File: config.mk
export PLATFORM = sky130hd
export DESIGN_NAME = tri_aoi21_pipe
export DESIGN_NICKNAME = d
export VERILOG_FILES = /design/src/rtl/tri_aoi21_pipe.sv
export SDC_FILE = /design/constraint.sdc
export NUM_CORES = 1
export LEC_CHECK = 0
export BUFFER_PORTS_ARGS = -buffer_cell sky130_fd_sc_hd__buf_4
export CAP_MARGIN = 30
export CORE_MARGIN = 4
export CORE_UTILIZATION = 51
export CTS_CLUSTER_SIZE = 20
export DETAILED_ROUTE_END_ITERATION = 12
export PLACE_DENSITY = 0.84
export SLEW_MARGIN = 20
export SYNTH_ARGS = -nofsm -noshare
export SYNTH_HDL_FRONTEND = slang
export SYNTH_SLANG_ARGS = --single-unit
File: constraint.sdc
create_clock -name clk -period 4.2 [get_ports clk]
set_input_delay 0.21 -clock clk [delete_from_list [all_inputs] [get_ports clk]]
set_output_delay 0.21 -clock clk [all_outputs]
set_load 0.005 [all_outputs]
File: src/rtl/tri_aoi21_pipe.sv
// tri_aoi21_pipe: pipelined AOI21/AO21/OAI21/OA21 lane array with valid/ready flow control.
// Bit 0 is the MSB on every operand and result vector.
module tri_aoi21_pipe #(
   parameter int WIDTH  = 8,
   parameter int STAGES = 2
) (
   input  logic               clk,
   input  logic               rst_n,
   input  logic               flush,
   input  logic               in_valid,
   output logic               in_ready,
   input  logic [1:0]         in_mode,
   input  logic [0:WIDTH-1]   a0,
   input  logic [0:WIDTH-1]   a1,
   input  logic [0:WIDTH-1]   b0,
   output logic               out_valid,
   input  logic               out_ready,
   output logic [0:WIDTH-1]   y,
   output logic [1:0]         out_mode,
   output logic               busy
);
   logic [STAGES-1:0]              vld_q, vld_d, ld;
   logic [STAGES-1:0][0:WIDTH-1]   dat_q, dat_d;
   logic [STAGES-1:0][1:0]         mod_q, mod_d;
   logic [0:WIDTH-1]               f_w, res_w;
   logic                           acc_w;
   // mode[1] picks the OR-first form, mode[0]=0 selects the inverting variant
   assign f_w   = in_mode[1] ? ((a0 | a1) & b0) : ((a0 & a1) | b0);
   assign res_w = in_mode[0] ? f_w : ~f_w;
   // a stage can load unless it and every stage after it are full and the output is stalled
   for (genvar i = 0; i < STAGES; i++) begin : g_ld
      assign ld[i] = out_ready | ~(&vld_q[STAGES-1:i]);
   end
   assign in_ready = ~flush & ld[0];
   assign acc_w    = in_valid & in_ready;
   always_comb begin
      vld_d = vld_q;
      dat_d = dat_q;
      mod_d = mod_q;
      if (ld[0]) begin
         vld_d[0] = acc_w;
         dat_d[0] = res_w;
         mod_d[0] = in_mode;
      end
      for (int s = 1; s < STAGES; s++) begin
         if (ld[s]) begin
            vld_d[s] = vld_q[s-1];
            dat_d[s] = dat_q[s-1];
            mod_d[s] = mod_q[s-1];
         end
      end
      if (flush) vld_d = '0;
   end
   always_ff @(posedge clk or negedge rst_n) begin
      if (!rst_n) begin
         vld_q <= '0;
         dat_q <= '0;
         mod_q <= '0;
      end else begin
         vld_q <= vld_d;
         dat_q <= dat_d;
         mod_q <= mod_d;
      end
   end
   assign out_valid = vld_q[STAGES-1];
   assign y         = dat_q[STAGES-1];
   assign out_mode  = mod_q[STAGES-1];
   assign busy      = |vld_q;
endmodule

* After elaboration in Yosys (flattened, before gate mapping) *
Cells that the tools add are included.

word-level totals
  register bits after elaboration = 22
  logic and storage cells = 27

operators by class
  mux-type cells = 5
  bitwise gates (word level) = 12
  reduce and logical (&&, ||, !) cells = 4

operator list
  cell                 count
  AND 8 bit            2
  2-to-1 mux 8 bit     2
  bitwise OR 8 bit     2
  inverter 8 bit       1
  nonzero test 2 bit   2
  inverter 1 bit       3
  AND 1 bit            2
  2-to-1 mux 1 bit     2
  2-to-1 mux 2 bit     1
  bitwise OR 1 bit     2
  AND reduction 2 bit  1
  OR reduction 2 bit   1

* Longest topological paths before layout *
Gate-level depths: netlist (run 1).

  depth after elaboration = 7
  mapped depth = 6
  mapped depth without buffers = 4

* Worst setup path before layout (run 1) *
OpenSTA, ideal clock, no wires.

  path type = register to register
  start point = register vld_q[1]
  end point = register dat_q[6] (netlist name)
  arrival = 1.267 ns
  path slack = 2.811 ns
  stages on the path, launching flop included = 5
  buffers on the path = 0
  clock period less this slack = 1.389 ns
  path through = dfrtp_1 nor2b_4 and2_1 or4_1 o221a_2

between the ends
  cells in the longest elaborated chain, start to end = 3

ends and longest elaborated chain
  what                    line  RTL
  from (decl)             22    logic [STAGES-1:0] vld_q, vld_d, ld;
  from (signal assigned)  60    vld_q <= vld_d;
  AND reduction 2 bit     32    assign ld[i] = out_ready | ~(&vld_q[STAGES-1:i]);
  inverter 1 bit          32
  bitwise OR 1 bit        32
  to (signal assigned)    61    dat_q <= dat_d;
  to (decl)               23    logic [STAGES-1:0][0:WIDTH-1] dat_q, dat_d;

Every way passes these cells.
A chain may end at the register's enable or synchronous reset.

* Worst setup path in the final report (run 1) *
  start point = register vld_q[1]
  end point = output in_ready

between the ends
  cells in the longest elaborated chain, start to end = 4

ends and longest elaborated chain
  what                 line  RTL
  AND reduction 2 bit  32
  inverter 1 bit       32
  bitwise OR 1 bit     32
  AND 1 bit            34    assign in_ready = ~flush & ld[0];
  to (decl)            11    output logic in_ready,

Every way passes these cells.

==> key figures, run 1 <==
Clock network
  – CTS tree: done
  – Clock H-tree levels: 1
  – Post-CTS sizing: 0
  – Clock edge transition at the registers on the reported setup and hold paths: between 0.1 and 0.15 ns
  – Worst skew pair latency: between 0.3 and 0.4 ns
  – Clock buffer count from CTS: 3
  – Worst-case clock buffer depth: 2
  – Sink count of the clock tree: 22
  – Root buffer selected by CTS: clkbuf_4

Timing
  – Maximum clock frequency: roughly 480 MHz
  – Post-route fraction of the period consumed by the critical path: 0.491
  – RSZ-0062 raised after global routing: no
  – Normalized max-slew margin: 0.622
  – Worst slew pin tran: about 0.57 ns
  – Slew Viols, Final: 0
  – Fin Clk Skew: approximately 0.0045 ns
  – Final hold violations: 0
  – Final setup violation count: 0
  – Final critical-path required period: approximately 2.1 ns
  – Post-route setup TNS: 0 ns

Flow run
  – Number of max-capacitance violations reported: 0

Die
  – Initial Util: 0.550
  – Total core area: around 2000 sq um
  – Number of placed I/O pins: between 40 and 50
  – Floorplan die area: between 2000 and 3000 sq um
  – Width of the die: between 50 and 60 microns
  – Floorplan row count: 16
  – Vertical die dimension: around 54 microns

Critical path
  – Largest delay share family, worst path: simple AND/OR/NAND/NOR gates
  – CP arrival: around 1.9 ns
  – Required time worst endpoint: roughly 4 ns
  – Startpoint of the worst register-to-register path: vld_q[1]
  – Worst r2r path cells: 4
  – Endpoint type of the worst setup path: primary output
  – Capture point of the worst reg-to-reg path: dat_q[6]
  – Worst path slowest cell: and2_1
  – Critical path type: reg -> out
  – CP peak stage delay: about 0.55 ns
  – Highest fanout seen on the critical path: 20
  – Reg2reg setup slack: between 2 and 2.5 ns
  – Type of element launching the critical path: flop
  – Number of buffer and inverter instances along the worst setup path: 1
  – Series of cell instances along the critical path: nor2b_4 -> and2_1 -> nor2_1 -> buf_4

Synthesis
  – Synth unique cells: 17
  – Post-synthesis net count: ~140
  – Proportion of synthesized area in mux cells: 0.102
  – Post-Synthesis Cell Area: roughly 1100 sq um
  – Post-synthesis average cell area: around 10 sq um
  – Synthesized-area fraction occupied by adder cells: 0
  – Instance count of the mapped netlist: 110
  – Complex-gate fraction of the synthesized area: 0.151
  – Number of flip-flops and latches in the synthesized netlist: 22
  – Combinational family with the most area after synthesis: compound AO/OA/AOI/OAI gates
  – Xor/xnor cell area share of the yosys netlist: 0.0557
  – Warning count from the yosys run: 0
  – Sequential-to-total area share from yosys stat: 0.500
  – Fraction of the mapped netlist area in simple logic gates: 0.0977

Placed design
  – Number of buffer cells added on primary ports: 43
  – Detailed-placement wirelength estimate: around 1.8 mm
  – Number of instances in the placed design: 165
  – RD Place Congestion: between 0.6 and 0.7

Global routing
  – Global-route wire length before repair: between 3 and 4 mm
  – Pin count of the biggest net entering global routing: 23
  – Initial antenna violation count: 0
  – Number of global-route vias before repair: ~860
  – GRT Residual Overflow: 0
  – Total routing resource utilization after global routing: 0.172

Routing
  – Pre-Repair DR Iteration Count: 4
  – Count of antenna-violating nets left after detailed routing: 0
  – Avg WL per Cell: between 10 and 15 microns
  – Total wire length after detailed routing: roughly 2.2 mm
  – Via count of the routed design: roughly 850
  – # DRC: 0
  – Mean number of vias per cell: approximately 5.0
  – Violation count after the first detailed-route iteration: 12

Finish
  – Commonest cells after routing, fill and taps aside: buf_4, dfrtp_1, a21oi_1
  – Count of filler cells inserted in the layout: roughly 170
  – Number of nets at the end of the flow: 175
  – Layout overhead on the synthesized area: 29.1%
  – Antenna fix cells: 0
  – Share of post-route cells with drive strength above 1: 0.420
  – Non-Filler Instances: between 150 and 200
  – Most common cell after layout, fill and taps aside: buf_4

Status
  – Outcome: finished, final reports clean

Power and ir drop
  – Leakage: 0.000655 uW
  – Design Power: between 500 and 600 uW
  – Power per cell area: ~360 nW/um^2
  – Worst vdd ir: slightly below 0.3 mV

Worst hold path
  – Capture endpoint of the worst hold path: vld_q[0]
  – Hold Path Class: in -> reg
  – Launch instance of the worst min-delay path: flush
  – Hold Path Cell Cnt: 2
==> area by class of cell <==
type                    count  area (sq um)  share of cell area
flip-flops and latches     22           551               0.387
multi-input cells          72           448               0.315
repair buffers             44           333               0.234
well taps                  27          33.8              0.0238
clock inverters             1          30.0              0.0211
clock buffers               3          22.5              0.0158
inverters                   1          3.75             0.00264
==> metal layers <==
metal / share of wire / wire (microns) / GRT usage
met1: 0.40 / 881 / 0.216
met2: 0.51 / 1110 / 0.295
met3: 0.065 / 143 / 0.0136
met4: 0.023 / 51 / 0.0871
met5: 0 / 0 / 0
==> worst max path at each step <==
stage                           to  cells past startpoint      from
after global routing      in_ready                      4  vld_q[1]
after detailed placement  dat_q[6]                      4  vld_q[1]
after CTS                 in_ready                      4  vld_q[1]
after floorplan           dat_q[6]                      4  vld_q[1]
after global placement    dat_q[6]                      4  vld_q[1]
final                     in_ready                      4  vld_q[1]
==> per-stage QoR <==
| stage | utilization | hold slack (ns) | cell area [sq um] | worst slack, ns |
|---|---|---|---|---|
| floorplan | - | -0.0856 | 1100 | 2.81 |
| detailed placement | 0.679 | 0.109 | 1360 | 2.48 |
| global route | 0.710 | 0.0346 | 1420 | 2.00 |
| global placement | 0.679 | 0.105 | 1360 | 2.52 |
| finish | 0.710 | 0.0526 | 1420 | 2.14 |
| CTS | 0.710 | 0.0451 | 1420 | 2.13 |
==> worst register-to-register path: stages, from the launching register on <==
cell     delay (ns)
dfrtp_1        0.41
nor2b_4        0.18
and2_1         0.35
or4_1          0.56
o221a_2        0.13
==> Yosys cell counts, drive strengths merged <==
cell    instances  area, sq um
or2             1         6.26
and2            1         6.26
inv             1         3.75
nand2          12         45.0
o221a           1         11.3
a21oi          16         80.1
nor2b           1         13.8
or4             1         7.51
dfrtp          22          551
clkbuf          1         3.75
o21ai          15         75.1
buf            14         95.1
xor2            7         61.3
nor2            6         22.5
mux2           10          113
nand2b          1         6.26
==> cell families after synthesis <==
group                  after synthesis
XOR/XNOR                             7
AO/OA/AOI/OAI                       32
buffers and inverters               16
multiplexers                        10
flip-flops                          22
AND/OR/NAND/NOR                     23
==> state kept, by name (all words and copies together) (netlist names) <==
name,count
y,8
mod_q,2
vld_q,2
out_mode,2
dat_q,8
==> power by group <==
group          switching (uW)  internal, uW  total [uW]  leakage, uW
sequential               14.4           238         252     0.000259
clock                    65.3          96.5         162    0.0000279
combinational            37.7          60.3        98.0     0.000368
==> repair_timing <==
item,in CTS,in global routing
hold buffers,1,0
endpoints found under the hold margin,22,0
endpoints found under the setup margin,0,0
buffers inserted,0,0
No activity file was read; power rests on OpenSTA's default activity.
==> run 2: changes to the inputs <==
--- a/config.mk
+++ b/config.mk
@@ -8,10 +8,10 @@
 export BUFFER_PORTS_ARGS = -buffer_cell sky130_fd_sc_hd__buf_4
 export CAP_MARGIN = 30
 export CORE_MARGIN = 4
-export CORE_UTILIZATION = 51
+export CORE_UTILIZATION = 47
 export CTS_CLUSTER_SIZE = 20
 export DETAILED_ROUTE_END_ITERATION = 12
-export PLACE_DENSITY = 0.84
+export PLACE_DENSITY = 0.78
 export SLEW_MARGIN = 20
 export SYNTH_ARGS = -nofsm -noshare
 export SYNTH_HDL_FRONTEND = slang
==> constraint.sdc (replaced) <==
create_clock -name clk -period 1.9 [get_ports clk]
set_input_delay 0.095 -clock clk [delete_from_list [all_inputs] [get_ports clk]]
set_output_delay 0.095 -clock clk [all_outputs]
set_load 0.005 [all_outputs]
==> key figures, run 2 (synthesized netlist as in run 1, its figures left out) <==
Routing
  – Avg WL per Cell: 12.3 microns
  – Pre-Repair DR Iteration Count: 4
  – Violation count after the first detailed-route iteration: 8
  – # DRC: 0
  – Count of antenna-violating nets left after detailed routing: 0
  – Via count of the routed design: between 800 and 900
  – Mean number of vias per cell: 5.07
  – Total wire length after detailed routing: approximately 2.1 mm

Status
  – Outcome: finished, final reports clean

Timing
  – RSZ-0062 raised after global routing: no
  – Worst slew pin tran: roughly 0.34 ns
  – Final critical-path required period: between 1.5 and 2 ns
  – Maximum clock frequency: between 500 and 600 MHz
  – Final hold violations: 0
  – Post-route fraction of the period consumed by the critical path: 0.942
  – Worst hold slack: roughly 0.017 ns
  – Fin Clk Skew: roughly 0.003 ns
  – Normalized max-slew margin: 0.770
  – Final setup violation count: 0
  – Slew Viols, Final: 0
  – Post-route setup TNS: 0 ns
  – Post-layout worst setup margin: approximately 0.11 ns

Global routing
  – Busiest layer in global routing: met2
  – Met3 usage: 0.0230
  – Fraction of met2 tracks used by global routing: 0.244
  – Met1 track demand over resource in global routing: 0.192
  – GRT Residual Overflow: 0
  – Pin count of the biggest net entering global routing: 23
  – Initial antenna violation count: 0
  – Global-route wire length before repair: around 3.8 mm
  – Total routing resource utilization after global routing: 0.150
  – Number of global-route vias before repair: 855

Finish
  – Share of post-route cells with drive strength above 1: 0.421
  – Number of nets at the end of the flow: between 150 and 200
  – Most common cell after layout, fill and taps aside: buf_4
  – Count of filler cells inserted in the layout: 193
  – Antenna fix cells: 0
  – Commonest cells after routing, fill and taps aside: buf_4, dfrtp_1, a21oi_1
  – End-of-flow core utilization: 0.644
  – Post-route standard cell area excluding fillers: approximately 1400 sq um
  – Layout overhead on the synthesized area: 29.3%

Critical path
  – Reg2reg setup slack: ~0.38 ns
  – Highest fanout seen on the critical path: 19
  – Required time worst endpoint: between 1.5 and 2 ns
  – Endpoint type of the worst setup path: primary output
  – Type of element launching the critical path: flop
  – Critical path type: reg -> out
  – CP arrival: roughly 1.7 ns

Die
  – Floorplan die area: between 3000 and 4000 sq um
  – Floorplan row count: 17
  – Width of the die: 56.4 microns
  – Number of placed I/O pins: 44
  – Vertical die dimension: ~56 microns
  – Total core area: approximately 2200 sq um
  – Initial Util: 0.498

Clock network
  – Post-CTS Setup Bufs: 0
  – Number of hold buffers added after CTS: 2
  – Worst skew pair latency: roughly 0.3 ns
  – Worst-case clock buffer depth: 2
  – Post-CTS sizing: 0
  – Clock edge transition at the registers on the reported setup and hold paths: between 0.1 and 0.15 ns
  – Root buffer selected by CTS: clkbuf_4
  – Clock buffer count from CTS: 3
  – CTS tree: done
  – Sink count of the clock tree: 22
  – Clock H-tree levels: 1

Power and ir drop
  – Leakage: 0.000658 uW
  – Worst vdd ir: about 0.33 mV
  – Power per cell area: between 700 and 800 nW/um^2

Placed design
  – Post-DP Area: 1370 sq um
  – Post-placement setup slack: roughly 0.40 ns
  – Detailed-placement wirelength estimate: between 1.5 and 2 mm
  – RD Place Congestion: approximately 0.74
  – Number of buffer cells added on primary ports: 43

Worst hold path
  – Hold Path Class: in -> reg

Flow run
  – Number of max-capacitance violations reported: 0
-- run 2: cell types whose count changed in the layout (fill, tap and decap cells not counted) --
cell           previous run  this run
buf_4                    43        44
bufinv_16                 1         0
clkbuf_8                  0         1
dlygate4sd3_1             1         2
-- run 2: layout make-up --
class	count	area [sq um]	area share
sequential	22	551	0.387
multi-input combinational	72	448	0.315
timing repair buffer	46	350	0.246
clock buffer	4	36.3	0.0255
tap	28	35.0	0.0246
inverter	1	3.75	0.00264
-- run 2: through the flow --
stage / std cells / total power (uW)
after detailed placement: 167 / 784
after global routing: 173 / 1090
after CTS: 173 / 1040
after global placement: 167 / 774
final: 173 / 1020
after floorplan: 110 / 690
-- run 2: per-layer routing --
metal,up-vias,wire [microns]
met5,-,0
met2,31,1040
met3,2,123
met1,410,957
li1,434,-
met4,0,12
-- run 2: critical path, cell delays in order (launching register included) --
cell and delay, ns:
dfrtp_1 0.39, nor2b_4 0.36, and2_1 0.21, buf_4 0.22
nor2_1 0.08, buf_4 0.14
-- run 2: power by group --
part | internal [uW] | total, uW | switching, uW
registers | 525 | 557 | 31.5
clock network | 117 | 249 | 132
logic | 135 | 217 | 82.3
-- run 2: path summary, 6_finish.rpt --
kind | from | endpoint | cells past startpoint
worst max-delay path | vld_q[1] | in_ready | 5
worst min-delay path | in_valid | vld_q[0] | 3
worst max register to register | vld_q[1] | dat_q[6] | 4
worst min register to register | mod_q[0] | mod_q[0] | 2
max in group asynchronous | rst_n | dat_q[7] | 2
min in group asynchronous | rst_n | y[5] | 2
==> run 3: changes to the inputs <==
--- a/config.mk
+++ b/config.mk
@@ -5,10 +5,11 @@
 export SDC_FILE = /design/constraint.sdc
 export NUM_CORES = 1
 export LEC_CHECK = 0
+export ABC_AREA = 1
 export BUFFER_PORTS_ARGS = -buffer_cell sky130_fd_sc_hd__buf_4
 export CAP_MARGIN = 30
 export CORE_MARGIN = 4
-export CORE_UTILIZATION = 47
+export CORE_UTILIZATION = 48
 export CTS_CLUSTER_SIZE = 20
 export DETAILED_ROUTE_END_ITERATION = 12
 export PLACE_DENSITY = 0.78
==> key figures, run 3 <==
Status
  – Outcome: finished, final reports clean

Timing
  – Final setup violation count: 0
  – Worst hold slack: 0.00844 ns
  – Final hold violations: 0
  – Post-route fraction of the period consumed by the critical path: 0.791
  – Normalized max-slew margin: 0.602
  – Worst slew pin tran: approximately 0.59 ns
  – Final critical-path required period: about 1.5 ns
  – Post-layout worst setup margin: 0.398 ns
  – Post-route setup TNS: 0 ns
  – Fin Clk Skew: between 0.004 and 0.005 ns
  – RSZ-0062 raised after global routing: no
  – Maximum clock frequency: approximately 670 MHz
  – Slew Viols, Final: 0

Die
  – Floorplan row count: 17
  – Initial Util: 0.522
  – Vertical die dimension: roughly 58 microns
  – Width of the die: just under 60 microns
  – Number of placed I/O pins: 44
  – Floorplan die area: around 3300 sq um
  – Total core area: 2280 sq um

Power and ir drop
  – Power per cell area: ~740 nW/um^2
  – Relative contribution of sequential cells to total power: 0.486
  – Relative contribution of combinational cells to total power: 0.189
  – Part of the total power dissipated in the clock network: 0.324
  – Switching Fraction: 0.246
  – Worst vdd ir: 0.406 mV
  – Design Power: 1110 uW
  – Net switching power: ~270 uW
  – Leakage: about 0.00084 uW
  – Internal cell power: 841 uW

Clock network
  – Worst-case clock buffer depth: 2
  – Root buffer selected by CTS: clkbuf_4
  – Clock buffer count from CTS: 3
  – Clock edge transition at the registers on the reported setup and hold paths: between 0.1 and 0.15 ns
  – CTS tree: done
  – Worst skew pair latency: about 0.31 ns
  – Post-CTS sizing: 0
  – Sink count of the clock tree: 22
  – Clock H-tree levels: 1

Global routing
  – Global-route wire length before repair: about 4.4 mm
  – Number of global-route vias before repair: between 1000 and 1500
  – Pin count of the biggest net entering global routing: 23
  – Total routing resource utilization after global routing: 0.169
  – GRT Residual Overflow: 0
  – Initial antenna violation count: 0

Critical path
  – Reg2reg setup slack: 0.40 ns
  – Highest fanout seen on the critical path: 11
  – Type of element launching the critical path: flop
  – Required time worst endpoint: 2.12 ns
  – Startpoint of the worst register-to-register path: vld_q[1]
  – Worst r2r path cells: 5
  – Capture point of the worst reg-to-reg path: out_mode[1]
  – Critical Path Start: vld_q[1]
  – Critical Path Sink: out_mode[1]
  – Critical path type: reg -> reg
  – Endpoint type of the worst setup path: flop
  – CP arrival: ~1.7 ns

Synthesis
  – Warning count from the yosys run: 0
  – Post-synthesis net count: between 150 and 200
  – Synth Flop Type: dfrtp_1
  – Top cell type's share of synthesized area: 0.464
  – Async S/R FF share, synth: 1.00
  – Largest cells by area after synthesis: dfrtp_1, nand2_1, nand3_1
  – Number of flip-flops and latches in the synthesized netlist: 22
  – Instance count of the mapped netlist: ~170
  – Synth unique cells: 13
  – Synth area leader: dfrtp_1
  – Sequential-to-total area share from yosys stat: 0.464
  – Most used standard cell by instance count after synthesis: nand2_1
  – Count of flip-flops with a built-in enable after synthesis: 0
  – Post-synthesis average cell area: a little over 7 sq um
  – Most frequent cells after synthesis: nand2_1, nand3_1, dfrtp_1, inv_1, nor2_1
  – Post-Synthesis Cell Area: between 1000 and 1500 sq um

Finish
  – Share of post-route cells with drive strength above 1: 0.255
  – Most common cell after layout, fill and taps aside: nand2_1
  – Commonest cells after routing, fill and taps aside: nand2_1, buf_4, nand3_1
  – End-of-flow core utilization: 0.665
  – Antenna fix cells: 0
  – Number of nets at the end of the flow: 232
  – Count of filler cells inserted in the layout: about 190
  – Area used by sequential logic in the layout: approximately 550 sq um
  – Multi-input combinational cell area: slightly below 500 sq um
  – Layout overhead on the synthesized area: 27.5%

Placed design
  – RD Place Congestion: between 0.7 and 0.8
  – Detailed-placement wirelength estimate: around 2 mm
  – Post-placement setup slack: a little over 0.4 ns
  – Number of buffer cells added on primary ports: 43

Routing
  – Pre-Repair DR Iteration Count: 4
  – Mean number of vias per cell: roughly 4.6
  – Count of antenna-violating nets left after detailed routing: 0
  – Total wire length after detailed routing: ~2.6 mm
  – Violation count after the first detailed-route iteration: 26
  – Avg WL per Cell: ~11 microns
  – Via count of the routed design: between 1000 and 1500
  – # DRC: 0

Worst hold path
  – Hold Path Class: in -> reg

Flow run
  – Number of max-capacitance violations reported: 0
run 3: changes by cell type in the layout (fill, tap and decap cells not counted), moves of 2 or more:
cell / previous run / this run
nand3_1: 0 / 24
mux2_2: 10 / 0
nand2_1: 12 / 74
a21oi_1: 16 / 1
nor2_2: 0 / 2
xor2_1: 7 / 0
inv_1: 1 / 12
o21ai_0: 15 / 2
nor2_1: 6 / 12
run 3: final cells by class:
type | instances | share of cell area
Timing Repair Buffer | 45 | 0.226
Clock buffer | 3 | 0.0149
Clock inverter | 1 | 0.0198
Inverter | 13 | 0.0339
Sequential cell | 22 | 0.364
Tap cell | 28 | 0.0231
Multi-Input combinational cell | 116 | 0.318
run 3: power by group through the flow:
stage	Clock, uW	Sequential [uW]	Combinational (uW)
2_1_floorplan	0	544	125
3_3_place_gp	0	551	201
3_5_place_dp	0	552	210
4_1_cts	368	543	214
5_1_grt	387	549	239
6_report	361	542	211
run 3: timing repair:
item / in CTS / in global routing
hold buffers: 2 / 0
hold endpoints to repair: 24 / 0
buffers inserted: 0 / 0
run 3: how the worst min path moves through the flow:
stage                to  startpoint  cells after the start  slack (ns)
4_1_cts        vld_q[0]    in_valid                      3       0.002
2_1_floorplan  dat_q[0]       rst_n                      0       -0.20
3_3_place_gp   vld_q[0]       rst_n                      1      -0.008
6_report       vld_q[0]    in_valid                      3       0.008
5_1_grt        vld_q[0]    in_valid                      3        0.03
3_5_place_dp       y[3]       rst_n                      1      -0.004
run 3: through the flow:
| step | std cells | area (sq um) |
|---|---|---|
| floorplan | 165 | 1190 |
| global placement | 222 | 1440 |
| detailed placement | 222 | 1440 |
| CTS | 228 | 1510 |
| global route | 228 | 1510 |
| finish | 228 | 1510 |
run 3: layer usage:
metal | vias up | track usage | wire [microns]
met4 | 0 | 0.113 | 68
met3 | 5 | 0.0178 | 176
met2 | 41 | 0.269 | 1170
met5 | - | 0 | 0
met1 | 446 | 0.215 | 1170
li1 | 567 | - | -
run 3: critical path, cell delays in order, from the launching register on:
cell	delay, ns
dfrtp_1	0.38
inv_1	0.06
nor2_1	0.46
inv_1	0.31
nand2_1	0.14
nand2_1	0.06
run 3: cells by family after synthesis:
logic type      after synthesis  share of synthesized area
compound gates                3                     0.0126
buf+inv                      27                      0.131
flops                        22                      0.464
simple gates                113                      0.393
